$ cat src/rtl/kinase_seq_pkg.sv
`default_nettype none
// ============================================================================
//  Module      : kinase_seq_pkg
//  Description : Shared types and line-value constants for the kinase valve
//                sequencer: FSM state encoding, pump_a phase table and the
//                closed / vented / flush line values.
//  Revision    : 1.0 - initial release
// ============================================================================
package kinase_seq_pkg;

    // Run sequence: IDLE -> SETTLE -> PUMP -> DRAIN -> FLUSH -> DONE -> IDLE
    typedef enum logic [2:0] {
        ST_IDLE   = 3'd0,
        ST_SETTLE = 3'd1,
        ST_PUMP   = 3'd2,
        ST_DRAIN  = 3'd3,
        ST_FLUSH  = 3'd4,
        ST_DONE   = 3'd5
    } seq_state_t;

    localparam int C_NUM_PHASES = 6;

    // Peristaltic pump_a pattern, entry 0 in the least significant slot:
    // 101, 100, 110, 010, 011, 001 (1 = chamber closed)
    localparam logic [5:0][2:0] C_PUMP_A_TABLE = {
        3'b001, 3'b011, 3'b010, 3'b110, 3'b100, 3'b101
    };

    // Closed lines are pressurised (all ones)
    localparam logic [12:0] C_CTRL_A_CLOSED = 13'h1FFF;
    localparam logic [3:0]  C_CTRL_S_CLOSED = 4'hF;
    localparam logic [2:0]  C_PUMP_A_CLOSED = 3'b111;
    localparam logic [1:0]  C_PUMP_B_CLOSED = 2'b11;

    // Vented lines carry no pressure
    localparam logic [12:0] C_CTRL_A_VENTED = 13'h0000;
    localparam logic [3:0]  C_CTRL_S_VENTED = 4'h0;
    localparam logic [2:0]  C_PUMP_A_VENTED = 3'b000;
    localparam logic [1:0]  C_PUMP_B_VENTED = 2'b00;

    // Flush pressure applied / released
    localparam logic [12:0] C_FLUSH_CTRL_A_ON = 13'h1FFF;
    localparam logic [3:0]  C_FLUSH_CTRL_S_ON = 4'hF;
    localparam logic [2:0]  C_FLUSH_PUMP_A_ON = 3'b111;
    localparam logic [1:0]  C_FLUSH_PUMP_B_ON = 2'b11;

    // Pump_b pattern on even / odd strokes
    localparam logic [1:0]  C_PUMP_B_EVEN = 2'b10;
    localparam logic [1:0]  C_PUMP_B_ODD  = 2'b01;

    // One-hot route select for the ctrl_s output bank
    function automatic logic [3:0] route_onehot(input logic [1:0] sel);
        return 4'b0001 << sel;
    endfunction

endpackage
`default_nettype wire

$ cat src/rtl/peristaltic_phase_gen.sv
`default_nettype none
// ============================================================================
//  Module      : peristaltic_phase_gen
//  Description : PUMP_DIV clock divider, 6-step pump phase index and stroke
//                counter for the peristaltic pump. Counts only while enabled
//                and returns to phase 0 / stroke 0 whenever disabled.
//  Revision    : 1.0 - initial release
// ============================================================================
module peristaltic_phase_gen
    import kinase_seq_pkg::*;
#(
    parameter int PUMP_DIV     = 1000,
    parameter int PUMP_STROKES = 16
) (
    input  logic       clk,
    input  logic       rst,
    input  logic       i_enable,
    output logic [2:0] o_phase_idx,
    output logic       o_odd_stroke,
    output logic       o_last_stroke,
    output logic       o_phase_end
);

    localparam int DW = $clog2(PUMP_DIV) + 1;
    localparam int KW = $clog2(PUMP_STROKES) + 1;

    localparam logic [DW-1:0] C_DIV_LAST    = DW'(PUMP_DIV - 1);
    localparam logic [KW-1:0] C_STROKE_LAST = KW'(PUMP_STROKES - 1);
    localparam logic [2:0]    C_PHASE_LAST  = 3'(C_NUM_PHASES - 1);

    logic [DW-1:0] r_div;
    logic [2:0]    r_phase;
    logic [KW-1:0] r_stroke;

    logic w_div_tc;
    logic w_phase_wrap;
    logic w_stroke_wrap;

    assign w_div_tc      = (r_div == C_DIV_LAST);
    assign w_phase_wrap  = (r_phase == C_PHASE_LAST);
    assign w_stroke_wrap = (r_stroke == C_STROKE_LAST);

    // Divider -> phase -> stroke cascade; cleared while the pump is idle
    always_ff @(posedge clk or posedge rst) begin
        if (rst) begin
            r_div    <= '0;
            r_phase  <= '0;
            r_stroke <= '0;
        end else if (!i_enable) begin
            r_div    <= '0;
            r_phase  <= '0;
            r_stroke <= '0;
        end else if (w_div_tc) begin
            r_div <= '0;
            if (w_phase_wrap) begin
                r_phase  <= '0;
                r_stroke <= w_stroke_wrap ? '0 : r_stroke + KW'(1);
            end else begin
                r_phase <= r_phase + 3'd1;
            end
        end else begin
            r_div <= r_div + DW'(1);
        end
    end

    assign o_phase_idx   = r_phase;
    assign o_odd_stroke  = r_stroke[0];
    assign o_last_stroke = w_stroke_wrap;
    assign o_phase_end   = i_enable & w_div_tc & w_phase_wrap;

endmodule
`default_nettype wire

$ cat src/rtl/kinase_valve_sequencer.sv
`default_nettype none
// ============================================================================
//  Module      : kinase_valve_sequencer
//  Description : Valve / pump sequencer for the kinase activity bank pad ring.
//                One run: settle routing, pump a fixed number of peristaltic
//                strokes, drain, flush, then pulse done. Every output is
//                registered from the current state, so outputs trail the
//                state register by one clock.
//  Revision    : 1.0 - initial release
// ============================================================================
module kinase_valve_sequencer
    import kinase_seq_pkg::*;
#(
    parameter int SETTLE_CYCLES = 200,
    parameter int PUMP_DIV      = 1000,
    parameter int PUMP_STROKES  = 16,
    parameter int FLUSH_CYCLES  = 5000
) (
    input  logic        clk,
    input  logic        rst,
    input  logic        start,
    input  logic        abort,
    input  logic [12:0] ctrl_a_mask,
    input  logic [1:0]  sel_out,
    output logic        busy,
    output logic        done,
    output logic [12:0] ctrl_a,
    output logic [3:0]  ctrl_s,
    output logic [2:0]  pump_a,
    output logic [1:0]  pump_b,
    output logic [12:0] flush_ctrl_a,
    output logic [3:0]  flush_ctrl_s,
    output logic [2:0]  flush_pump_a,
    output logic [1:0]  flush_pump_b
);

    localparam int SW = $clog2(SETTLE_CYCLES) + 1;
    localparam int FW = $clog2(FLUSH_CYCLES) + 1;

    localparam logic [SW-1:0] C_SETTLE_LAST = SW'(SETTLE_CYCLES - 1);
    localparam logic [FW-1:0] C_FLUSH_LAST  = FW'(FLUSH_CYCLES - 1);

    seq_state_t    r_state;
    seq_state_t    w_next_state;

    logic [12:0]   r_mask;
    logic [1:0]    r_sel;
    logic [SW-1:0] r_settle_cnt;
    logic [FW-1:0] r_flush_cnt;

    logic          w_settle_tc;
    logic          w_flush_tc;
    logic          w_pump_done;

    logic [2:0]    w_phase_idx;
    logic          w_odd_stroke;
    logic          w_last_stroke;
    logic          w_phase_end;

    logic          w_busy;
    logic          w_done;
    logic [12:0]   w_ctrl_a;
    logic [3:0]    w_ctrl_s;
    logic [2:0]    w_pump_a;
    logic [1:0]    w_pump_b;
    logic [12:0]   w_flush_ctrl_a;
    logic [3:0]    w_flush_ctrl_s;
    logic [2:0]    w_flush_pump_a;
    logic [1:0]    w_flush_pump_b;

    peristaltic_phase_gen #(
        .PUMP_DIV     (PUMP_DIV),
        .PUMP_STROKES (PUMP_STROKES)
    ) u_phase_gen (
        .clk           (clk),
        .rst           (rst),
        .i_enable      (r_state == ST_PUMP),
        .o_phase_idx   (w_phase_idx),
        .o_odd_stroke  (w_odd_stroke),
        .o_last_stroke (w_last_stroke),
        .o_phase_end   (w_phase_end)
    );

    assign w_settle_tc = (r_settle_cnt == C_SETTLE_LAST);
    assign w_flush_tc  = (r_flush_cnt == C_FLUSH_LAST);
    assign w_pump_done = w_phase_end & w_last_stroke;

    // State register
    always_ff @(posedge clk or posedge rst) begin
        if (rst) begin
            r_state <= ST_IDLE;
        end else begin
            r_state <= w_next_state;
        end
    end

    // Next-state decode; abort only matters while fluid is being routed
    always_comb begin
        w_next_state = r_state;
        case (r_state)
            ST_IDLE: begin
                if (start) w_next_state = ST_SETTLE;
            end
            ST_SETTLE: begin
                if (abort)            w_next_state = ST_FLUSH;
                else if (w_settle_tc) w_next_state = ST_PUMP;
            end
            ST_PUMP: begin
                if (abort)            w_next_state = ST_FLUSH;
                else if (w_pump_done) w_next_state = ST_DRAIN;
            end
            ST_DRAIN: begin
                if (abort)            w_next_state = ST_FLUSH;
                else if (w_settle_tc) w_next_state = ST_FLUSH;
            end
            ST_FLUSH: begin
                if (w_flush_tc) w_next_state = ST_DONE;
            end
            ST_DONE: begin
                w_next_state = ST_IDLE;
            end
            default: begin
                w_next_state = ST_IDLE;
            end
        endcase
    end

    // Settle/drain timer: counts while staying in SETTLE or DRAIN, else zero
    always_ff @(posedge clk or posedge rst) begin
        if (rst) begin
            r_settle_cnt <= '0;
        end else if ((r_state == ST_SETTLE || r_state == ST_DRAIN) &&
                     (w_next_state == r_state)) begin
            r_settle_cnt <= r_settle_cnt + SW'(1);
        end else begin
            r_settle_cnt <= '0;
        end
    end

    // Flush timer: zero on entry so an abort always gets the full flush
    always_ff @(posedge clk or posedge rst) begin
        if (rst) begin
            r_flush_cnt <= '0;
        end else if ((r_state == ST_FLUSH) && (w_next_state == ST_FLUSH)) begin
            r_flush_cnt <= r_flush_cnt + FW'(1);
        end else begin
            r_flush_cnt <= '0;
        end
    end

    // Run configuration captured only when a run is accepted
    always_ff @(posedge clk or posedge rst) begin
        if (rst) begin
            r_mask <= '0;
            r_sel  <= '0;
        end else if ((r_state == ST_IDLE) && start) begin
            r_mask <= ctrl_a_mask;
            r_sel  <= sel_out;
        end
    end

    // Output decode from the current state
    always_comb begin
        w_busy         = 1'b0;
        w_done         = 1'b0;
        w_ctrl_a       = C_CTRL_A_CLOSED;
        w_ctrl_s       = C_CTRL_S_CLOSED;
        w_pump_a       = C_PUMP_A_CLOSED;
        w_pump_b       = C_PUMP_B_CLOSED;
        w_flush_ctrl_a = '0;
        w_flush_ctrl_s = '0;
        w_flush_pump_a = '0;
        w_flush_pump_b = '0;
        case (r_state)
            ST_SETTLE: begin
                w_busy   = 1'b1;
                w_ctrl_a = ~r_mask;
                w_ctrl_s = ~route_onehot(r_sel);
            end
            ST_PUMP: begin
                w_busy   = 1'b1;
                w_ctrl_a = ~r_mask;
                w_ctrl_s = ~route_onehot(r_sel);
                w_pump_a = C_PUMP_A_TABLE[w_phase_idx];
                w_pump_b = w_odd_stroke ? C_PUMP_B_ODD : C_PUMP_B_EVEN;
            end
            ST_DRAIN: begin
                w_busy   = 1'b1;
                w_ctrl_s = ~route_onehot(r_sel);
            end
            ST_FLUSH: begin
                w_busy         = 1'b1;
                w_ctrl_a       = C_CTRL_A_VENTED;
                w_ctrl_s       = C_CTRL_S_VENTED;
                w_pump_a       = C_PUMP_A_VENTED;
                w_pump_b       = C_PUMP_B_VENTED;
                w_flush_ctrl_a = C_FLUSH_CTRL_A_ON;
                w_flush_ctrl_s = C_FLUSH_CTRL_S_ON;
                w_flush_pump_a = C_FLUSH_PUMP_A_ON;
                w_flush_pump_b = C_FLUSH_PUMP_B_ON;
            end
            ST_DONE: begin
                w_done = 1'b1;
            end
            default: begin
            end
        endcase
    end

    // Output registers; reset drops every line to the safe closed state
    always_ff @(posedge clk or posedge rst) begin
        if (rst) begin
            busy         <= 1'b0;
            done         <= 1'b0;
            ctrl_a       <= C_CTRL_A_CLOSED;
            ctrl_s       <= C_CTRL_S_CLOSED;
            pump_a       <= C_PUMP_A_CLOSED;
            pump_b       <= C_PUMP_B_CLOSED;
            flush_ctrl_a <= '0;
            flush_ctrl_s <= '0;
            flush_pump_a <= '0;
            flush_pump_b <= '0;
        end else begin
            busy         <= w_busy;
            done         <= w_done;
            ctrl_a       <= w_ctrl_a;
            ctrl_s       <= w_ctrl_s;
            pump_a       <= w_pump_a;
            pump_b       <= w_pump_b;
            flush_ctrl_a <= w_flush_ctrl_a;
            flush_ctrl_s <= w_flush_ctrl_s;
            flush_pump_a <= w_flush_pump_a;
            flush_pump_b <= w_flush_pump_b;
        end
    end

endmodule
`default_nettype wire

$ cat config.mk
export PLATFORM = sky130hd
export DESIGN_NAME = kinase_valve_sequencer
export DESIGN_NICKNAME = d
export VERILOG_FILES = /design/src/rtl/kinase_seq_pkg.sv /design/src/rtl/peristaltic_phase_gen.sv /design/src/rtl/kinase_valve_sequencer.sv
export SDC_FILE = /design/constraint.sdc
export NUM_CORES = 1
export LEC_CHECK = 0
export ABC_AREA = 1
export ABC_CLOCK_PERIOD_IN_PS = 9540
export CAP_MARGIN = 20
export CORE_ASPECT_RATIO = 1.5
export CORE_MARGIN = 2
export CORE_UTILIZATION = 57
export DETAILED_ROUTE_END_ITERATION = 12
export GPL_ROUTABILITY_DRIVEN = 0
export PLACE_DENSITY = 0.86
export REMOVE_ABC_BUFFERS = 1
export SLEW_MARGIN = 30
export SYNTH_ARGS = -nofsm -noshare
export SYNTH_HDL_FRONTEND = slang
export SYNTH_SLANG_ARGS = --single-unit
$ cat constraint.sdc
create_clock -name clk -period 9.54 [get_ports clk]
set_input_delay 2.862 -clock clk [delete_from_list [all_inputs] [get_ports clk]]
set_output_delay 2.862 -clock clk [all_outputs]
set_load 0.01 [all_outputs]
==> metrics list, run 1 <==
- Synth unique cells: 32
* Resized cells post-CTS: 0
- Measured against its own limit, the worst slew margin works out to 0.509.
- Global-route wire length before repair: around 13,000 um
- The clock passes through at most 2 buffers.
* Total power after layout: 0.00114 W
- Critical-path maximum fanout: 22
* Total setup buffers inserted after CTS: 0
- In the final layout, the share of cells above drive strength 1 is 0.104.
* Routed wire length on met2: 3990 um
- Number of buffers created by CTS: 9
- The largest individual stage delay along the critical path comes from the cell sky130_fd_sc_hd__dfrtp_1.
- Setup violations remaining at the end of the flow were counted as 0.
- From synthesis to final layout, the design area changed by 19.7%.
- Count of filler cells inserted in the layout: approximately 520
* Crit path launch type: register
- Outcome: complete, no violations
- Antenna diode count: 0
* Post-synth EDFFs: 0
* Portion of the post-synthesis area used by sequential elements: 0.565
- Number of max-capacitance violations reported: 0
- After synthesis, the mean cell area works out to between 9 and 10 um^2.
- Synthesis produced a netlist whose cell count is about 420.
- Of the post-synthesis cell area, the dominant cell type holds 0.414.
- Actual slew at the worst max-slew pin: about 0.74 ns
- Die width: around 71 um
* Most common cell in the netlist: sky130_fd_sc_hd__nand2_1
- VDD sags by at most 0.000157 V.
- Via count of the first global-routing pass: around 3,000
* Max Fclk: 220 MHz
* # rows: 36
- Worst Hold Class: register to register
- The number of antenna violations at the first check in global routing was 0.
- Required time worst endpoint: around 6.7 ns
* FF+latch area: approximately 2200 um^2
- The floorplan step defined a die boundary enclosing around 7400 um^2.
- In this run the remaining antenna-violating nets after routing total 0.
- The worst register-to-register path ends at u_phase_gen.o_phase_idx[1].
* Area taken by multi-input logic gates: approximately 1300 um^2
- PwrDens: between 200 and 300 nW/um^2
- Total Neg Setup Slack: 0 ns
- After the first detailed-routing iteration, the DRC count stood at 170.
- Met3 layer wire length in the routed design: 392 um
* Proportion of synthesized flip-flops having asynchronous set or reset: 1.00
* Flop and latch count out of synthesis: 85
* DR DRC count: 0
- Entering global routing, the biggest net connects 86 pins.
* Top cells by instance count after synthesis: sky130_fd_sc_hd__nand2_1 (90), sky130_fd_sc_hd__dfrtp_1 (63), sky130_fd_sc_hd__nor2_1 (50), sky130_fd_sc_hd__inv_1 (41), sky130_fd_sc_hd__buf_4 (23)
- Clock Pin Slew Worst Setup and Hold Paths: 0.08 ns
- Quantity of I/O buffers inserted on ports: 64
* Largest area contributor in the synthesized netlist: sky130_fd_sc_hd__dfrtp_1
- Post-detailed-placement cell area: about 4400 um^2
- Summed over all layers, the routed wires come to 7520 um.
* Dominant delay contributor by cell family on the critical path: flip-flops
- The largest single stage delay on the critical path is approximately 0.67 ns.
* Count of nets after finishing: 489
- STA puts the critical path data arrival time at roughly 1.7 ns.
- The finished cells cover around 4600 um^2.
- Vias per std cell: 5.35
* Static Leak: 2.00 nW
* Number of placed I/O pins: 65
- Vert. Die Dim: roughly 100 um
- Cell breakdown of the critical path: clkdlybuf4s50_1
* Post-synth design cell area: roughly 3800 um^2
- For flop-to-flop paths, the worst setup slack is 7.63 ns.
* Top routing layer in use: met4
* Hold Buf Count CTS: 0
* Worst-skew pair later-pin latency: about 0.37 ns
- The number of failing hold endpoints at the final stage came to 0.
- The core region is 6490 um^2.
* Grt total ovfl: 0
- Once detailed placement completed, the half-perimeter wirelength came to approximately 5300 um.
* Part of the cycle the worst path needs: 0.477
* Dominant register cell in the synthesized netlist: sky130_fd_sc_hd__dfrtp_1
- Routed vias: 2,921
* Number of H-tree branching levels: 3
- CTS saw 85 sinks.
- Reg2Reg Launch Point: u_phase_gen.r_div[0]
* Length of routed wiring on met1: just under 3000 um
- Counting instances, the worst hold path has a depth of 1.
* Count of pins over their slew limit: 0
- CTS tree: yes
- The worst setup path is captured at an output port.
* Warnings from Yosys: 0
- Yosys attributes the largest share of cell area to sky130_fd_sc_hd__dfrtp_1 (41%), sky130_fd_sc_hd__dfstp_2 (15%), sky130_fd_sc_hd__nand2_1 (8.9%), sky130_fd_sc_hd__nor2_1 (4.9%), sky130_fd_sc_hd__buf_4 (4.5%).
- The critical path is of the register to output port type.
- Buffers & Inverters on Critical Path: 1
* Clock root buffer: sky130_fd_sc_hd__clkbuf_8
* Unrepaired setup endpoints after global routing: no
- Clock period minus worst slack: between 4 and 5 ns
- Cell count of the worst reg-to-reg path: 10
- For this run, the total global-route usage over all layers was measured as 0.223.
- Beginning of the worst hold path: r_mask[10]
- Worst Clk Skew: between 0.009 and 0.01 ns
* Wire length per cell after detailed routing: ~14 um
- The worst hold path terminates at ctrl_a[10].
- Number of detailed-routing iterations run before antenna repair: 4
- Starting density of the core: 0.588
## placed cells by master, fill, tap and decap left out, types with 3 or more instances in the layout
cell type,Yosys,layout
sky130_fd_sc_hd__ha_1,5,5
sky130_fd_sc_hd__nand4_1,8,8
sky130_fd_sc_hd__nand3_1,14,14
sky130_fd_sc_hd__inv_2,4,4
sky130_fd_sc_hd__nor3_1,11,11
sky130_fd_sc_hd__inv_1,41,40
sky130_fd_sc_hd__nand3_2,3,3
sky130_fd_sc_hd__dfrtp_1,63,63
sky130_fd_sc_hd__dfstp_2,22,22
sky130_fd_sc_hd__o21ai_0,21,21
sky130_fd_sc_hd__a31oi_1,6,6
sky130_fd_sc_hd__clkbuf_8,0,11
sky130_fd_sc_hd__clkdlybuf4s50_1,0,64
sky130_fd_sc_hd__nand2_1,90,90
sky130_fd_sc_hd__xnor2_1,3,3
sky130_fd_sc_hd__xor2_1,11,11
sky130_fd_sc_hd__nor2_1,50,50
sky130_fd_sc_hd__o21ai_1,8,8
sky130_fd_sc_hd__a21oi_1,12,12
sky130_fd_sc_hd__nor3b_1,3,3
## metal layers
layer	up-vias	track usage
met5	-	0
met3	20	0.0591
met4	0	0.108
li1	1412	-
met1	1402	0.250
met2	87	0.386
## report_power, final
group	internal [W]	switching, W	total, W
combinational	0.000181	0.000185	0.000366
clock	0.000135	0.000125	0.000260
sequential	0.000472	0.0000459	0.000518
total	0.000788	0.000356	0.00114
## final cells by class
cell class,instances,share of cell area
flip-flops and latches,85,0.472
well taps,76,0.0208
clock buffers,13,0.0348
clock inverters,3,0.00987
multi-input cells,258,0.281
inverters,46,0.0381
repair buffers,65,0.143
## cells by family after synthesis
| group | after synthesis | synth area share |
|---|---|---|
| AOI/OAI and AO/OA | 53 | 0.0761 |
| xor gates and xnor gates | 14 | 0.0322 |
| adders and majority gates | 5 | 0.0164 |
| buffers and inverters | 73 | 0.0985 |
| DFF | 85 | 0.565 |
| and+or+nand+nor | 186 | 0.212 |
## stage by stage
step	hold WS, ns	worst slack [ns]	instances	util
5_1_grt	0.451	4.85	546	0.703
6_report	0.416	4.99	546	0.703
3_3_place_gp	0.400	5.05	530	0.671
4_1_cts	0.416	4.94	546	0.703
3_5_place_dp	0.404	4.98	530	0.672
2_1_floorplan	0.393	4.52	389	-
## worst max path at each step
stage	from	endpoint	slack, ns	depth (start not counted)
2_1_floorplan	rst	busy	4.52	1
3_3_place_gp	start	r_flush_cnt[3]	5.05	6
3_5_place_dp	start	r_flush_cnt[2]	4.98	6
4_1_cts	flush_pump_b[0]	flush_ctrl_a[6]	4.94	1
5_1_grt	flush_pump_b[0]	flush_ctrl_a[6]	4.85	1
6_report	flush_pump_b[0]	flush_ctrl_a[6]	4.99	1
## sequential cells by signal (all words and copies together) (netlist names), 2 cells and up
name / count
ctrl_s: 4
pump_a: 3
r_state: 3
pump_b: 2
r_mask: 13
r_sel: 2
ctrl_a: 13
r_flush_cnt: 14
u_phase_gen.r_div: 11
u_phase_gen.o_phase_idx: 3
r_settle_cnt: 9
u_phase_gen.r_stroke: 5
Note: power is estimated with default switching activity, not from simulation.
==> run 2: changes to the inputs <==
--- a/config.mk
+++ b/config.mk
@@ -6,14 +6,14 @@
 export NUM_CORES = 1
 export LEC_CHECK = 0
 export ABC_AREA = 1
-export ABC_CLOCK_PERIOD_IN_PS = 9540
+export ABC_CLOCK_PERIOD_IN_PS = 4080
 export CAP_MARGIN = 20
 export CORE_ASPECT_RATIO = 1.5
 export CORE_MARGIN = 2
-export CORE_UTILIZATION = 57
+export CORE_UTILIZATION = 48
 export DETAILED_ROUTE_END_ITERATION = 12
 export GPL_ROUTABILITY_DRIVEN = 0
-export PLACE_DENSITY = 0.86
+export PLACE_DENSITY = 0.77
 export REMOVE_ABC_BUFFERS = 1
 export SLEW_MARGIN = 30
 export SYNTH_ARGS = -nofsm -noshare
==> constraint.sdc (replaced) <==
create_clock -name clk -period 4.08 [get_ports clk]
set_input_delay 1.224 -clock clk [delete_from_list [all_inputs] [get_ports clk]]
set_output_delay 1.224 -clock clk [all_outputs]
set_load 0.01 [all_outputs]
==> metrics list, run 2 (synthesized netlist as in run 1, its figures left out) <==
- The flow ran to the end, and the final reports show no timing, DRC or antenna violations.
- The post-cts sizing count came to 0 (unchanged).
- Cell breakdown of the critical path: clkdlybuf4s50_1
- The number of antenna-violating nets in the routed design came to 0 (unchanged).
- Vert. Die Dim: 113 um (+8.6%)
- Max Fclk: ~350 MHz
- Number of buffers created by CTS: 9 (unchanged)
* Via count of the first global-routing pass: 2,979 (+0.68%)
- The max-capacitance violation count came to 0 (unchanged).
- Master of the slowest instance on the critical path: sky130_fd_sc_hd__dfrtp_1
* Setup WS pre-CTS: 1.14 ns (-3.84 ns)
- The endpoint identified for the worst register-to-register timing path is u_phase_gen.o_phase_idx[1].
* Worst-skew pair later-pin latency: 0.33 ns (-0.04 ns)
- Grt total ovfl: 0 (unchanged)
- PwrDens: 603 nW/um^2 (+140%)
- The core outline area came to 7660 um^2 (+18%).
- The worst hold path belongs to the class register to register.
* HPWL after detailed placement: 5520 um (+4.0%)
- Wire length per cell after detailed routing: 13.5 um (-2.1%)
- The number of failing hold endpoints at the final stage was 0 (unchanged).
- Worst stage delay on the critical path: 0.68 ns (about the same)
- Net Sw Frac: 0.298 (-0.0129)
- The area growth from synthesis to layout is 22.5%.
- The area enclosed by the die boundary is 8690 um^2 (+18%).
* Sequential share of power: 0.431 (-0.021)
- The part of the total power dissipated in the clock network was 0.264 (+0.036).
* Cell Int Power: 0.00197 W (+150%)
- Die width: 76.8 um (+8.5%)
* Clock Pin Slew Worst Setup and Hold Paths: 0.06 ns (-0.02 ns)
* Sw power: 0.000840 W (+140%)
- The net count of the finished layout was 490 (+0.20%).
- The number of top-level pins came to 65 (unchanged).
* Least setup slack across all paths after layout: 1.18 ns (-3.81 ns)
- Total Neg Setup Slack: 0 ns (unchanged)
* Critical-path maximum fanout: 22 (unchanged)
- The largest registers in the layout are r_flush_cnt x14, ctrl_a x13, r_mask x13.
* Commonest non-fill, non-tap cells in the layout: sky130_fd_sc_hd__nand2_1 (90), sky130_fd_sc_hd__clkdlybuf4s50_1 (64), sky130_fd_sc_hd__dfrtp_1 (63), sky130_fd_sc_hd__nor2_1 (50), sky130_fd_sc_hd__inv_1 (40)
* Crit path launch type: register
- Reg2Reg Launch Point: u_phase_gen.r_div[0]
- Worst Setup Path Type: register to output port
- Worst Clk Skew: 0.00621 ns (-0.00308 ns)
- Largest voltage drop on the vdd net: 0.000311 V (+98%)
* Static Leak: 2.04 nW (+1.9%)
- Max Root-Sink Buffers: 2 (unchanged)
- Most common library cell in the layout ignoring fill and taps: sky130_fd_sc_hd__nand2_1
- CTS tree: yes
- Antenna diode count: 0 (unchanged)
- Clock tree synthesis selected as its root buffer the cell sky130_fd_sc_hd__clkbuf_16.
- Part of the cycle the worst path needs: 0.710
- The starting density of the core is 0.498 (-0.0901).
- Setup repair after global routing left no endpoint under its margin.
* Hold Buf Count CTS: 0 (unchanged)
- The number of iterations in the first detailed-routing pass came to 4 (unchanged).
- The relative slew slack came to 0.625 (+0.116).
- Broken down by cell family, the worst path's largest delay share belongs to flip-flops.
- Pin count of the biggest net entering global routing: 32 (-63%)
- Required time worst endpoint: 2.86 ns (-3.82 ns)
- Worst Setup End Kind: output port
- Final setup violation count: 0 (unchanged)
- Global-route wire length before repair: 13,200 um (+1.5%)
- The slew at the pin closest to its max-slew limit was 0.562 ns (-0.175 ns).
- Reg-to-reg slack, setup: 2.19 ns (-5.44 ns)
- The count of input and output buffers is 64 (unchanged).
- # rows: 39 (+8.3%)
- The detailed-route vias per instance is 5.08 (-5.0%).
- Worst Hold Depth: 1 (unchanged)
* Number of H-tree branching levels: 3 (unchanged)
- The buffer count from post-CTS setup fixing was 0 (unchanged).
- The clock sink count was 85 (unchanged).
- The register with the most flip-flops in the final layout is r_flush_cnt.
* Routed vias: 2,911 (-0.34%)
* Share of cells above drive strength 1: 0.102 (-0.00234)
- The startpoint identified for the worst hold timing path is r_mask[3].
- The overall routing resource usage is 0.195 (-0.0280).
* Hold-critical path endpoint: ctrl_a[3]
* Total power after layout: 0.00281 W (+150%)
* Routed wire length: 7730 um (+2.8%)
- The flip-flop count of the largest register after layout is 14 (unchanged).
- The post-layout instance count excluding filler cells was 573 (+4.9%).
- The DRC violations left was 0 (unchanged).
* Cell count of the worst reg-to-reg path: 10 (unchanged)
* Clock period minus worst slack: just under 3 ns
* Number of antenna violations at the first check in global routing: 0 (unchanged)
* Inst Count DP: 557 (+5.1%)
- Buffers & Inverters on Critical Path: 1 (unchanged)
* Count of pins over their slew limit: 0 (unchanged)
* Count of routing violations after the opening detailed-route iteration: 193 (+14%)
* Combinational group share of total power: 0.304 (-0.016)
- WP data arrival: 1.67 ns (-0.02 ns)
==> run 2: cell types whose count changed in the layout (fill, tap and decap cells not counted), sizes merged <==
cell      before  now
bufinv         1    0
buf            1    2
clkbuf        13   15
clkinvlp       2    1
==> run 2: per-layer routing <==
metal | wire (um) | track usage
met5 | 0 | 0
met4 | 242 | 0.137
met3 | 383 | 0.0375
met2 | 4210 | 0.352
met1 | 2890 | 0.200
==> run 2: worst max path at each step <==
| stage | start | end | slack [ns] | depth (start not counted) |
|---|---|---|---|---|
| detailed placement | start | r_flush_cnt[6] | 1.14 | 6 |
| global route | flush_pump_b[0] | flush_ctrl_s[0] | 1.02 | 1 |
| finish | flush_pump_b[0] | flush_ctrl_s[0] | 1.18 | 1 |
| global placement | start | r_flush_cnt[11] | 1.19 | 6 |
| CTS | flush_pump_b[0] | flush_ctrl_s[0] | 1.14 | 1 |
| floorplan | rst | busy | 0.70 | 1 |
==> run 2: area by class of cell <==
| cell class | instances | area, um^2 |
|---|---|---|
| multi-input cells | 258 | 1280 |
| clock buffers | 15 | 268 |
| fillers | 642 | 2990 |
| well taps | 102 | 128 |
| clock inverters | 1 | 7.51 |
| repair buffers | 66 | 656 |
| flip-flops and latches | 85 | 2150 |
| inverters | 46 | 174 |
==> run 2: power groups by stage <==
stage	Combinational, W	Sequential, W	Clock (W)
floorplan	0.000265	0.00131	0
global placement	0.000835	0.00122	0
detailed placement	0.000857	0.00123	0
CTS	0.000864	0.00122	0.000761
global route	0.000928	0.00124	0.000795
finish	0.000857	0.00121	0.000744
==> run 2: per-stage QoR <==
step / hold WS (ns) / util / area (um^2)
after floorplan: 0.393 / - / 3610
after global placement: 0.406 / 0.574 / 4390
after detailed placement: 0.403 / 0.574 / 4390
after CTS: 0.421 / 0.610 / 4670
after global routing: 0.443 / 0.610 / 4670
final: 0.422 / 0.610 / 4670
